### config.mk
export PLATFORM = sky130hd
export DESIGN_NAME = reorder_buffer
export DESIGN_NICKNAME = d
export VERILOG_FILES = /design/src/rtl/reorder_buffer.sv
export SDC_FILE = /design/constraint.sdc
export NUM_CORES = 1
export LEC_CHECK = 0
export ABC_AREA = 1
export BUFFER_PORTS_ARGS = -buffer_cell sky130_fd_sc_hd__buf_2
export CAP_MARGIN = 20
export CORE_MARGIN = 4
export CORE_UTILIZATION = 57
export CTS_CLUSTER_SIZE = 24
export DETAILED_ROUTE_END_ITERATION = 10
export PLACE_DENSITY = 0.74
export SYNTH_ARGS = -nofsm -noshare
export SYNTH_HDL_FRONTEND = slang
export SYNTH_SLANG_ARGS = --single-unit
### constraint.sdc
create_clock -name clk -period 8.8 [get_ports clk]
set_input_delay 2.64 -clock clk [delete_from_list [all_inputs] [get_ports clk]]
set_output_delay 2.64 -clock clk [all_outputs]
set_load 0.01 [all_outputs]
### src/rtl/reorder_buffer.sv
// reorder_buffer: in-order commit buffer, tag-indexed entries, out-of-order results, branch flush.
module reorder_buffer #(
   parameter int SIZE  = 16,
   parameter int TAG_W = 6
) (
   input  logic             clk,
   input  logic             rst,
   input  logic             IN_issueValid,
   input  logic [4:0]       IN_issueRegNm,
   input  logic [TAG_W-1:0] IN_issueTag,
   input  logic             IN_resValid,
   input  logic [TAG_W-1:0] IN_resTag,
   input  logic [31:0]      IN_resValue,
   input  logic             IN_branchTaken,
   input  logic [TAG_W-1:0] IN_branchTag,
   output logic             OUT_full,
   output logic             OUT_wbValid,
   output logic [4:0]       OUT_wbRegNm,
   output logic [TAG_W-1:0] OUT_wbRegTag,
   output logic [31:0]      OUT_wbResult
);
   localparam int IW = $clog2(SIZE);
   logic [SIZE-1:0]  valid, done, kill, com_m, iss_m, res_m;
   logic [4:0]       reg_nm [SIZE];
   logic [TAG_W-1:0] tag_q [SIZE];
   logic [31:0]      value [SIZE];
   logic [TAG_W-1:0] head_tag, count, br_age, res_age;
   logic [IW-1:0]    head_idx, res_idx, iss_idx;
   logic             commit, issue, flush, res_ok;
   assign head_idx = head_tag[IW-1:0];
   assign res_idx  = IN_resTag[IW-1:0];
   assign iss_idx  = IN_issueTag[IW-1:0];
   assign br_age   = IN_branchTag - head_tag;
   assign res_age  = IN_resTag - head_tag;
   assign OUT_full = count == TAG_W'(SIZE);
   // a branch older than count trims the window; otherwise it only blocks commit/issue
   assign flush  = IN_branchTaken && br_age < count;
   assign commit = !IN_branchTaken && valid[head_idx] && done[head_idx];
   assign issue  = IN_issueValid && !OUT_full && !IN_branchTaken;
   assign res_ok = IN_resValid && valid[res_idx] && !done[res_idx] && tag_q[res_idx] == IN_resTag
                   && !(flush && res_age > br_age);
   assign com_m = SIZE'(commit) << head_idx;
   assign iss_m = SIZE'(issue) << iss_idx;
   assign res_m = SIZE'(res_ok) << res_idx;
   always_comb begin
      kill = '0;
      for (int i = 0; i < SIZE; i++)
         kill[i] = flush && valid[i] && TAG_W'(tag_q[i] - head_tag) > br_age;
   end
   always_ff @(posedge clk or negedge rst) begin
      if (!rst) begin
         valid        <= '0;
         done         <= '0;
         head_tag     <= '0;
         count        <= '0;
         OUT_wbValid  <= 1'b0;
         OUT_wbRegNm  <= '0;
         OUT_wbRegTag <= '0;
         OUT_wbResult <= '0;
      end else begin
         OUT_wbValid <= commit;
         if (commit) begin
            OUT_wbRegNm  <= reg_nm[head_idx];
            OUT_wbRegTag <= tag_q[head_idx];
            OUT_wbResult <= value[head_idx];
            head_tag     <= head_tag + TAG_W'(1);
         end
         count <= flush ? br_age + TAG_W'(1) : count + TAG_W'(issue) - TAG_W'(commit);
         valid <= (valid & ~kill & ~com_m) | iss_m;
         done  <= (done & ~kill & ~com_m & ~iss_m) | res_m;
      end
   end
   always_ff @(posedge clk) begin
      if (issue) begin
         reg_nm[iss_idx] <= IN_issueRegNm;
         tag_q[iss_idx]  <= IN_issueTag;
      end
      if (res_ok) value[res_idx] <= IN_resValue;
   end
endmodule

After elaboration in Yosys (flattened, before gate mapping)
Memories as Yosys holds them, arrays and structs flattened. A register that Yosys moved wholly into a read port is not among the register bits.
Index checks and enable logic that the tools add are counted.
{ "word_totals": {"regBits": 45, "ramBits": 688, "inputBits": 60, "output_inout_bits": 45, "mem_count": 3} }
{ "classes": {"addsub": 22, "magnitude_cmp": 20, "eq_ne": 2, "shift": 3, "mux": 13, "n_bitwise": 10, "n_reduce_logical": 49} }
{ "memory_table": {"columns": ["memory", "depth", "word_bits", "rd", "rd_ports_with_merged_regs", "write_ports", "line_no", "text"], "rows": [
  ["value", 16, 32, 1, 1, 1, "26", "logic [31:0] value [SIZE];"],
  ["tag_q", 16, 6, 18, 1, 1, "25", "logic [TAG_W-1:0] tag_q [SIZE];"],
  ["reg_nm", 16, 5, 1, 1, 1, "24", "logic [4:0] reg_nm [SIZE];"]
]} }
{ "op_table": {"columns": ["operator", "n"], "rows": [
  ["$sub A6 B6 Y6", 18],
  ["$gt A6 B6 Y1", 17],
  ["$and A16 B16 Y16", 5],
  ["$not A16 Y16", 3],
  ["$shl A1 B4 Y16", 3],
  ["$logic_and A1 B1 Y1", 42],
  ["$or A16 B16 Y16", 2],
  ["$bmux W1 S4", 4],
  ["$add A6 B1 Y6 const B", 2],
  ["$lt A4 B5 Y1 const B", 2],
  ["$mux W1", 8],
  ["$logic_not A1 Y1", 7],
  ["$add A6 B1 Y6", 1],
  ["$eq A6 B5 Y1 const B", 1],
  ["$eq A6 B6 Y1", 1],
  ["$lt A6 B6 Y1", 1],
  ["$mux W6", 1],
  ["$sub A6 B1 Y6", 1]
]} }

Depth between registers and ports, before layout
Gate-level depths: netlist of run 1.
{ "logic_depth": {"word_depth": 10, "mapped_depth": 23} }

Worst setup path after synthesis of run 1
OpenSTA, ideal clock, no wires.
{ "synth_path": {"path_type": "register -> register", "startpoint": "reg head_tag[1]", "endpoint": "mem value[10][0] (enable)", "t_arrival_ns": 5.778, "required_time_ns": 8.413, "setup_slack_ns": 2.635, "path_stages_with_launch": 20, "synth_period_minus_slack_ns": 6.165, "cell_sequence": "dfrtp_1 inv_2 buf_2 clkbuf_1 clkbuf_1 ha_1 nand3_1 nand2_1 a21oi_1 o21bai_1 xor2_1 inv_1 ha_1 a31o_2 nor2_1 nand2_1 nand2_2 buf_6 nand4_2 inv_1"} }
{ "synth_via": {"elab_chain_cells": 8} }
{ "synth_lines": {"columns": ["element", "line_no", "text"], "rows": [
  ["from (decl)", "27", "logic [TAG_W-1:0] head_tag, count, br_age, res_age;"],
  ["from (signal assigned)", "66", "head_tag <= head_tag + TAG_W'(1);"],
  ["$sub A6 B6 Y6", "33", "assign br_age = IN_branchTag - head_tag;"],
  ["$lt A6 B6 Y1", "37", "assign flush = IN_branchTaken && br_age < count;"],
  ["$logic_and A1 B1 Y1", "37", null],
  ["$logic_and A1 B1 Y1 (*)", "41", "&& !(flush && res_age > br_age);"],
  ["$logic_not A1 Y1 (*)", "41", null],
  ["$logic_and A1 B1 Y1 (*)", "41", null],
  ["$mux W1 (*)", "78", "if (res_ok) value[res_idx] <= IN_resValue;"],
  ["$mux W1 (implied by the code) (*)", "78", null],
  ["to (decl)", "26", null]
]} }
Mark *: on every way between the ends. The rest lies on a longest branch, timed or not.

Worst setup path after layout of run 1
{ "layout_path": {"startpoint": "in IN_branchTag[2]", "endpoint": "mem value[4][21] (enable)"} }
{ "layout_via": {"elab_chain_cells": 8} }
{ "layout_lines": {"columns": ["element", "line_no", "text"], "rows": [
  ["from (decl)", "15", "input logic [TAG_W-1:0] IN_branchTag,"],
  ["$sub A6 B6 Y6 (*)", "33", null],
  ["$lt A6 B6 Y1", "37", null],
  ["$logic_and A1 B1 Y1", "37", null],
  ["$logic_and A1 B1 Y1 (*)", "41", null],
  ["$logic_not A1 Y1 (*)", "41", null],
  ["$logic_and A1 B1 Y1 (*)", "41", null],
  ["$mux W1 (*)", "78", null],
  ["$mux W1 (implied by the code) (*)", "78", null]
]} }
Marked as above.

==> flow_summary.ini, run 1 <==
[floorplan]
io-pin-count = 105
die-area_um2 = 70700
die_w_um = 266
dieHeight_um = 266
rows = 94
start_util_pct = 57.6
core_area_um2 = 65900

[routing]
first_pass_iters = 8
vias = 27700
ant_nets = 0
vias_per_cell = 6.03
routedWlPerCell_um = 22.2
drtIter0Drc = 3168
drcViolationCount = 0
drt-total-wl_um = 102000

[placed_design]
placedCellCount = 4448
post-dp-hpwl_um = 61100
gp_congestion = 0.960
numPortBuffers = 104

[critical_path]
crit_type = in -> reg
r2r-start = head_tag[1]$_DFFE_PN0P_
crit_start = IN_branchTag[2]
crit_fanout = 32
start_kind = input port
endpoint_kind = register
required_ns = 9.03
critPathArrivalTime_ns = 6.66

[power]
pwr-share-comb_pct = 44.8
netSwitchingFraction_pct = 41.6
p_int_mw = 8.19
power.density_nw_per_um2 = 337
max-vdd-ir-drop_uv = 281
p_total_mw = 14.0
seq_power_share_pct = 31.4
power.share.clock_pct = 23.9
p_sw_mw = 5.83
cellLeakagePower_nw = 16.4

[min_path]
min_from = head_tag[4]$_DFFE_PN0P_
holdCritPathClass = reg -> reg

[layout]
fillers = 5178
drive_gt1_share_pct = 8.88
fin_cells = 4594
fin_nets = 3915
final_common_cell = nand2_1
final_cell_mix = nand2_1, edfxtp_1, nor2_1
multiInputGateArea_um2 = 13500
areaGrowthSynthToFinish_pct = 9.84
regArea_um2 = 22900

[clocking]
clockBufferDepth = 3
cts_max_level = 3
clock_latency_ns = 0.63
cts_tree = done
clkTransAtPathRegs_ns = 0.06
cts_root_buf = clkbuf_16
post_cts_resized = 0
holdBufCountCts = 0
clock_sinks = 776
cts_made_buffers = 79
postCtsSetupBuffers = 0

[synthesis]
synth-seq-cells = 776
syn_area_per_cell_um2 = 10.5
syn_area_um2 = 37900
synth.distinct_cells = 36
yosys_warnings = 0
synth_cells = 3623
seq_area_frac_synth_pct = 60.3
synth_nets = 3873

[global_route]
grt_start_max_net_pins = 255
antenna_found_initial = 4
grt_pass1_vias = 26600
overflow = 0
grt_pass1_wl_um = 156000
grt_use_total_pct = 28.4

[run_status]
run_status = finished, final reports clean

[timing]
fin_crit_ns = 6.44
tightest_slew_ns = 1.22
relSlewSlack_pct = 18.5
hold_viol = 0
period_share_pct = 73.2
fin_tns_setup_ns = 0
finClkSkew_ns = 0.0316
fmax_mhz = 155
finalMaxSlewViolations = 0
rsz0062_at_grt = false
finalSetupViolCount = 0

[run]
cap_violations = 0
## per-stage QoR
| step | utilization [%] | setup slack [ns] | cell area [um2] | hold WS [ns] |
|---|---|---|---|---|
| after floorplan | - | 2.64 | 37900 | 0.442 |
| after global placement | 59.3 | 1.85 | 39100 | 0.456 |
| after detailed placement | 59.3 | 1.78 | 39100 | 0.462 |
| after CTS | 63.2 | 2.44 | 41600 | 0.469 |
| after global routing | 63.2 | 2.19 | 41600 | 0.492 |
| final | 63.2 | 2.36 | 41600 | 0.474 |
## critical path, cell delays in order
cell,delay [ns]
buf_2,0.11
ha_1,0.35
a21oi_1,0.22
nand2_1,0.12
a21oi_1,0.14
o21bai_1,0.08
xor2_1,0.18
inv_1,0.63
ha_1,0.38
a31o_2,0.24
nor2_1,0.10
nand2_1,0.07
nand2_2,0.39
nand4_1,0.23
inv_2,0.71
## final timing paths
check                      cells past startpoint                      endpoint  slack, ns
setup / recovery                              15        value[4][21]$_DFFE_PP_       2.36
hold / removal                                 1       head_tag[4]$_DFFE_PN0P_       0.47
setup reg to reg                              15        value[4][21]$_DFFE_PP_       3.47
hold reg to reg                                1       head_tag[4]$_DFFE_PN0P_       0.47
max in group asynchronous                      2       head_tag[1]$_DFFE_PN0P_       5.43
min in group asynchronous                      1  OUT_wbResult[13]$_DFFE_PN0P_       2.01
## state kept, by name, indices dropped and copies added, names as in the netlist
signal        flops
OUT_wbRegNm       5
OUT_wbRegTag      6
OUT_wbResult     32
OUT_wbValid       1
count             6
done             16
head_tag          6
reg_nm           80
tag_q            96
valid            16
value           512
## cell families after synthesis
| group | synth area share, % |
|---|---|
| AOI/OAI and AO/OA | 11.4 |
| xor gates and xnor gates | 2.22 |
| adders and majority gates | 6.65 |
| buffers and inverters | 4.13 |
| DFF | 60.3 |
| and+or+nand+nor | 15.3 |
## cell type report
| cell class | instances | share of cell area [%] |
|---|---|---|
| Antenna cell | 1 | 0.00601 |
| Inverter | 195 | 1.81 |
| Clock inverter | 46 | 1.08 |
| Clock buffer | 99 | 5.13 |
| Tap cell | 864 | 2.60 |
| Sequential cell | 776 | 54.9 |
| Multi-Input combinational cell | 2471 | 32.5 |
| Timing Repair Buffer | 142 | 1.97 |
## power groups by stage
stage                     combinational, mW  sequential (mW)  clock (mW)
after floorplan                        4.50             4.40           0
after global placement                 6.00             4.46           0
after detailed placement               6.16             4.46           0
after CTS                              6.20             4.39        3.38
after global routing                   7.05             4.41        3.53
final                                  6.28             4.40        3.35
## routing by layer
metal  up-vias  share of wire, %  routed length (um)  global-route usage [%]
met4         6               3.8                3900                    11.6
li1      12900                 -                   -                       -
met1     13300                41               41600                    38.8
met5         -             0.037                  38                       0
met3       237               8.1                8290                    4.52
met2      1264                47               48100                    46.2
## Yosys cell counts (all sizes together)
cell,count,area (um2)
o21bai,3,22.5
nand4,30,250
buf,65,392
nand3b,17,128
o21ai,420,2100
clkbuf,116,435
dfrtp,88,2200
nand2,761,2870
xor2,75,657
nand3,160,801
a221oi,40,350
a31oi,4,25.0
xnor2,21,184
a22o,2,17.5
fa,19,380
nor2,451,1740
a31o,17,149
a21oi,100,500
clkinv,1,3.75
o22ai,160,1000
nor3,4,20.0
inv,194,733
ha,171,2140
o2111ai,16,140
edfxtp,688,20700
No activity file was read; power rests on OpenSTA's default activity.
==> run 2: changes to the inputs <==
==> constraint.sdc (replaced) <==
create_clock -name clk -period 6.2 [get_ports clk]
set_input_delay 1.86 -clock clk [delete_from_list [all_inputs] [get_ports clk]]
set_output_delay 1.86 -clock clk [all_outputs]
set_load 0.01 [all_outputs]
==> run 2 against run 1 <==
  * Design area up 1.2%
  * Global-route usage up 0.64 points
  * Sequential power up 41%
  * Total power up 43%
  * Clock-buffer cell count up 6
  * Setup slack worse by 1.2 ns
  * Utilization up 0.75 points
  * Register-to-register slack worse by 1.9 ns
  * Non-clock buffer count up 38
  * Critical endpoint is now value[3][26]$_DFFE_PP_
  * Largest cell class unchanged
==> flow_summary.ini, run 2 (synthesis gave the netlist of run 1 again) <==
[clocking]
clockBufferDepth = 3
holdBufCountCts = 0
cts_root_buf = clkbuf_16
cts_max_level = 3
postCtsSetupBuffers = 0
cts_made_buffers = 79
clock_latency_ns = 0.63
cts_tree = done
post_cts_resized = 0
clkTransAtPathRegs_ns = 0.06
clock_sinks = 776

[critical_path]
critPathArrivalTime_ns = 5.39
critical_path.reg2reg.endpoint = value[3][26]$_DFFE_PP_
r2r.worst_path.cells = 17
start_kind = input port
path_cells = buf_2 -> ha_1 -> a21oi_1 -> nand2_1 -> a21oi_1 -> o21bai_1 -> xor2_1 -> ha_1 -> o21ai_0 -> inv_1 -> nand2_4 -> nand2_2 -> nor2_1 -> nand2_2 -> nand4_1 -> inv_2 -> buf_12
required_ns = 6.52
endpoint_kind = register
cp_slowest_cell = nand2_2
crit_fanout = 21
reg2reg_slack_ns = 1.62
r2r-start = head_tag[2]$_DFFE_PN0P_
crit_type = in -> reg
max_stage_delay_ns = 0.40

[min_path]
holdCritPathClass = reg -> reg
min_from = OUT_wbRegTag[4]$_DFFE_PN0P_
hold_path_end = OUT_wbRegTag[4]$_DFFE_PN0P_
hold_depth = 2

[timing]
hold_viol = 0
finClkSkew_ns = 0.0302
rsz0062_at_grt = false
tightest_slew_ns = 1.05
fin_crit_ns = 5.07
finalMaxSlewViolations = 0
fin_tns_setup_ns = 0
holdWs_ns = 0.483
period_share_pct = 81.9
relSlewSlack_pct = 29.9
fmax_mhz = 197
finalSetupViolCount = 0

[routing]
vias_per_cell = 6.06
drcViolationCount = 0
drtIter0Drc = 3406
routedWlPerCell_um = 22.5
vias = 28100
ant_nets = 0
drt-total-wl_um = 104000
first_pass_iters = 8

[placed_design]
numPortBuffers = 104
gp_congestion = 0.965
post-dp-hpwl_um = 64200

[layout]
final_common_cell = nand2_1
final_cell_mix = nand2_1, edfxtp_1, nor2_1
areaGrowthSynthToFinish_pct = 11.1
top_register = value
drive_gt1_share_pct = 9.92
fillers = 5118
postLayoutCoreUtil_pct = 64.0
largest_reg_flops = 512
top_regs = value x512, tag_q x96, reg_nm x80
fin_nets = 3953

[global_route]
grt_pass1_vias = 26800
grt_start_max_net_pins = 137
grt_use_total_pct = 29.1
antenna_found_initial = 2
grt_pass1_wl_um = 158000
overflow = 0

[power]
power.share.clock_pct = 24.1
seq_power_share_pct = 30.9
p_int_mw = 11.7
p_sw_mw = 8.39
cellLeakagePower_nw = 16.6
netSwitchingFraction_pct = 41.7
max-vdd-ir-drop_uv = 434
pwr-share-comb_pct = 45.1
power.density_nw_per_um2 = 477

[floorplan]
die_w_um = 266
dieHeight_um = 266
rows = 94
start_util_pct = 57.6
io-pin-count = 105
core_area_um2 = 65900
die-area_um2 = 70700

[run_status]
run_status = finished, final reports clean

[run]
cap_violations = 0
==> run 2: cell count changes in the layout (fill, tap and decap cells not counted), moves of 3 or more <==
| cell | previous run | this run |
|---|---|---|
| clkbuf_1 | 14 | 17 |
| clkinvlp_4 | 2 | 7 |
| nor2_2 | 10 | 3 |
| nor2_1 | 432 | 439 |
| clkinv_1 | 19 | 7 |
| clkinv_2 | 14 | 18 |
| buf_4 | 38 | 64 |
| buf_12 | 1 | 13 |
==> run 2: power by group through the flow <==
stage / combinational, mW / clock (mW) / sequential, mW
after floorplan: 6.38 / 0 / 6.25
after global placement: 8.69 / 0 / 6.30
after detailed placement: 8.91 / 0 / 6.30
after CTS: 8.99 / 4.89 / 6.20
after global routing: 10.2 / 5.10 / 6.23
final: 9.07 / 4.84 / 6.21
==> run 2: worst max-delay path: cells and delay by family <==
kind / cells / cell delay [ns]
AOI/OAI and AO/OA: 4 / 0.55
adders and majority gates: 2 / 0.66
and+or+nand+nor: 6 / 1.30
xor gates and xnor gates: 1 / 0.19
buffers and inverters: 4 / 0.80
==> run 2: stage by stage <==
stage / total power [mW] / worst slack, ns / std cells / area, um2
after floorplan: 12.6 / 0.0354 / 3623 / 37900
after global placement: 15.0 / 0.707 / 4486 / 39500
after detailed placement: 15.2 / 0.616 / 4486 / 39500
after CTS: 20.1 / 1.25 / 4634 / 42100
after global routing: 21.5 / 0.942 / 4635 / 42100
final: 20.1 / 1.13 / 4636 / 42100
==> run 2: worst max-delay path by stage <==
stage	slack, ns	from	to	depth (start not counted)
6_report	1.13	IN_branchTag[2]	value[3][26]$_DFFE_PP_	17
5_1_grt	0.94	IN_branchTag[0]	value[3][21]$_DFFE_PP_	20
4_1_cts	1.25	IN_branchTag[2]	value[3][21]$_DFFE_PP_	17
3_5_place_dp	0.62	IN_branchTag[2]	value[3][0]$_DFFE_PP_	17
3_3_place_gp	0.71	IN_branchTag[2]	value[2][29]$_DFFE_PP_	17
2_1_floorplan	0.04	head_tag[1]$_DFFE_PN0P_	value[10][0]$_DFFE_PP_	19
==> run 2: area by class of cell <==
class / instances / area (um2) / area share (%)
Timing Repair Buffer: 180 / 1260 / 2.98
Clock buffer: 105 / 2200 / 5.22
Multi-Input combinational cell: 2471 / 13500 / 32.1
Sequential cell: 776 / 22900 / 54.3
Tap cell: 864 / 1080 / 2.57
Antenna cell: 2 / 5.00 / 0.0119
Clock inverter: 43 / 460 / 1.09
Inverter: 195 / 753 / 1.79
==> run 2: per-layer routing <==
metal  up-vias  global-route usage, %  routed length, um
met3       264                   4.83               9350
met5         -                      0                 20
li1      13000                      -                  -
met1     13500                   39.5              41400
met4         2                   13.0               4830
met2      1365                   46.7              48700
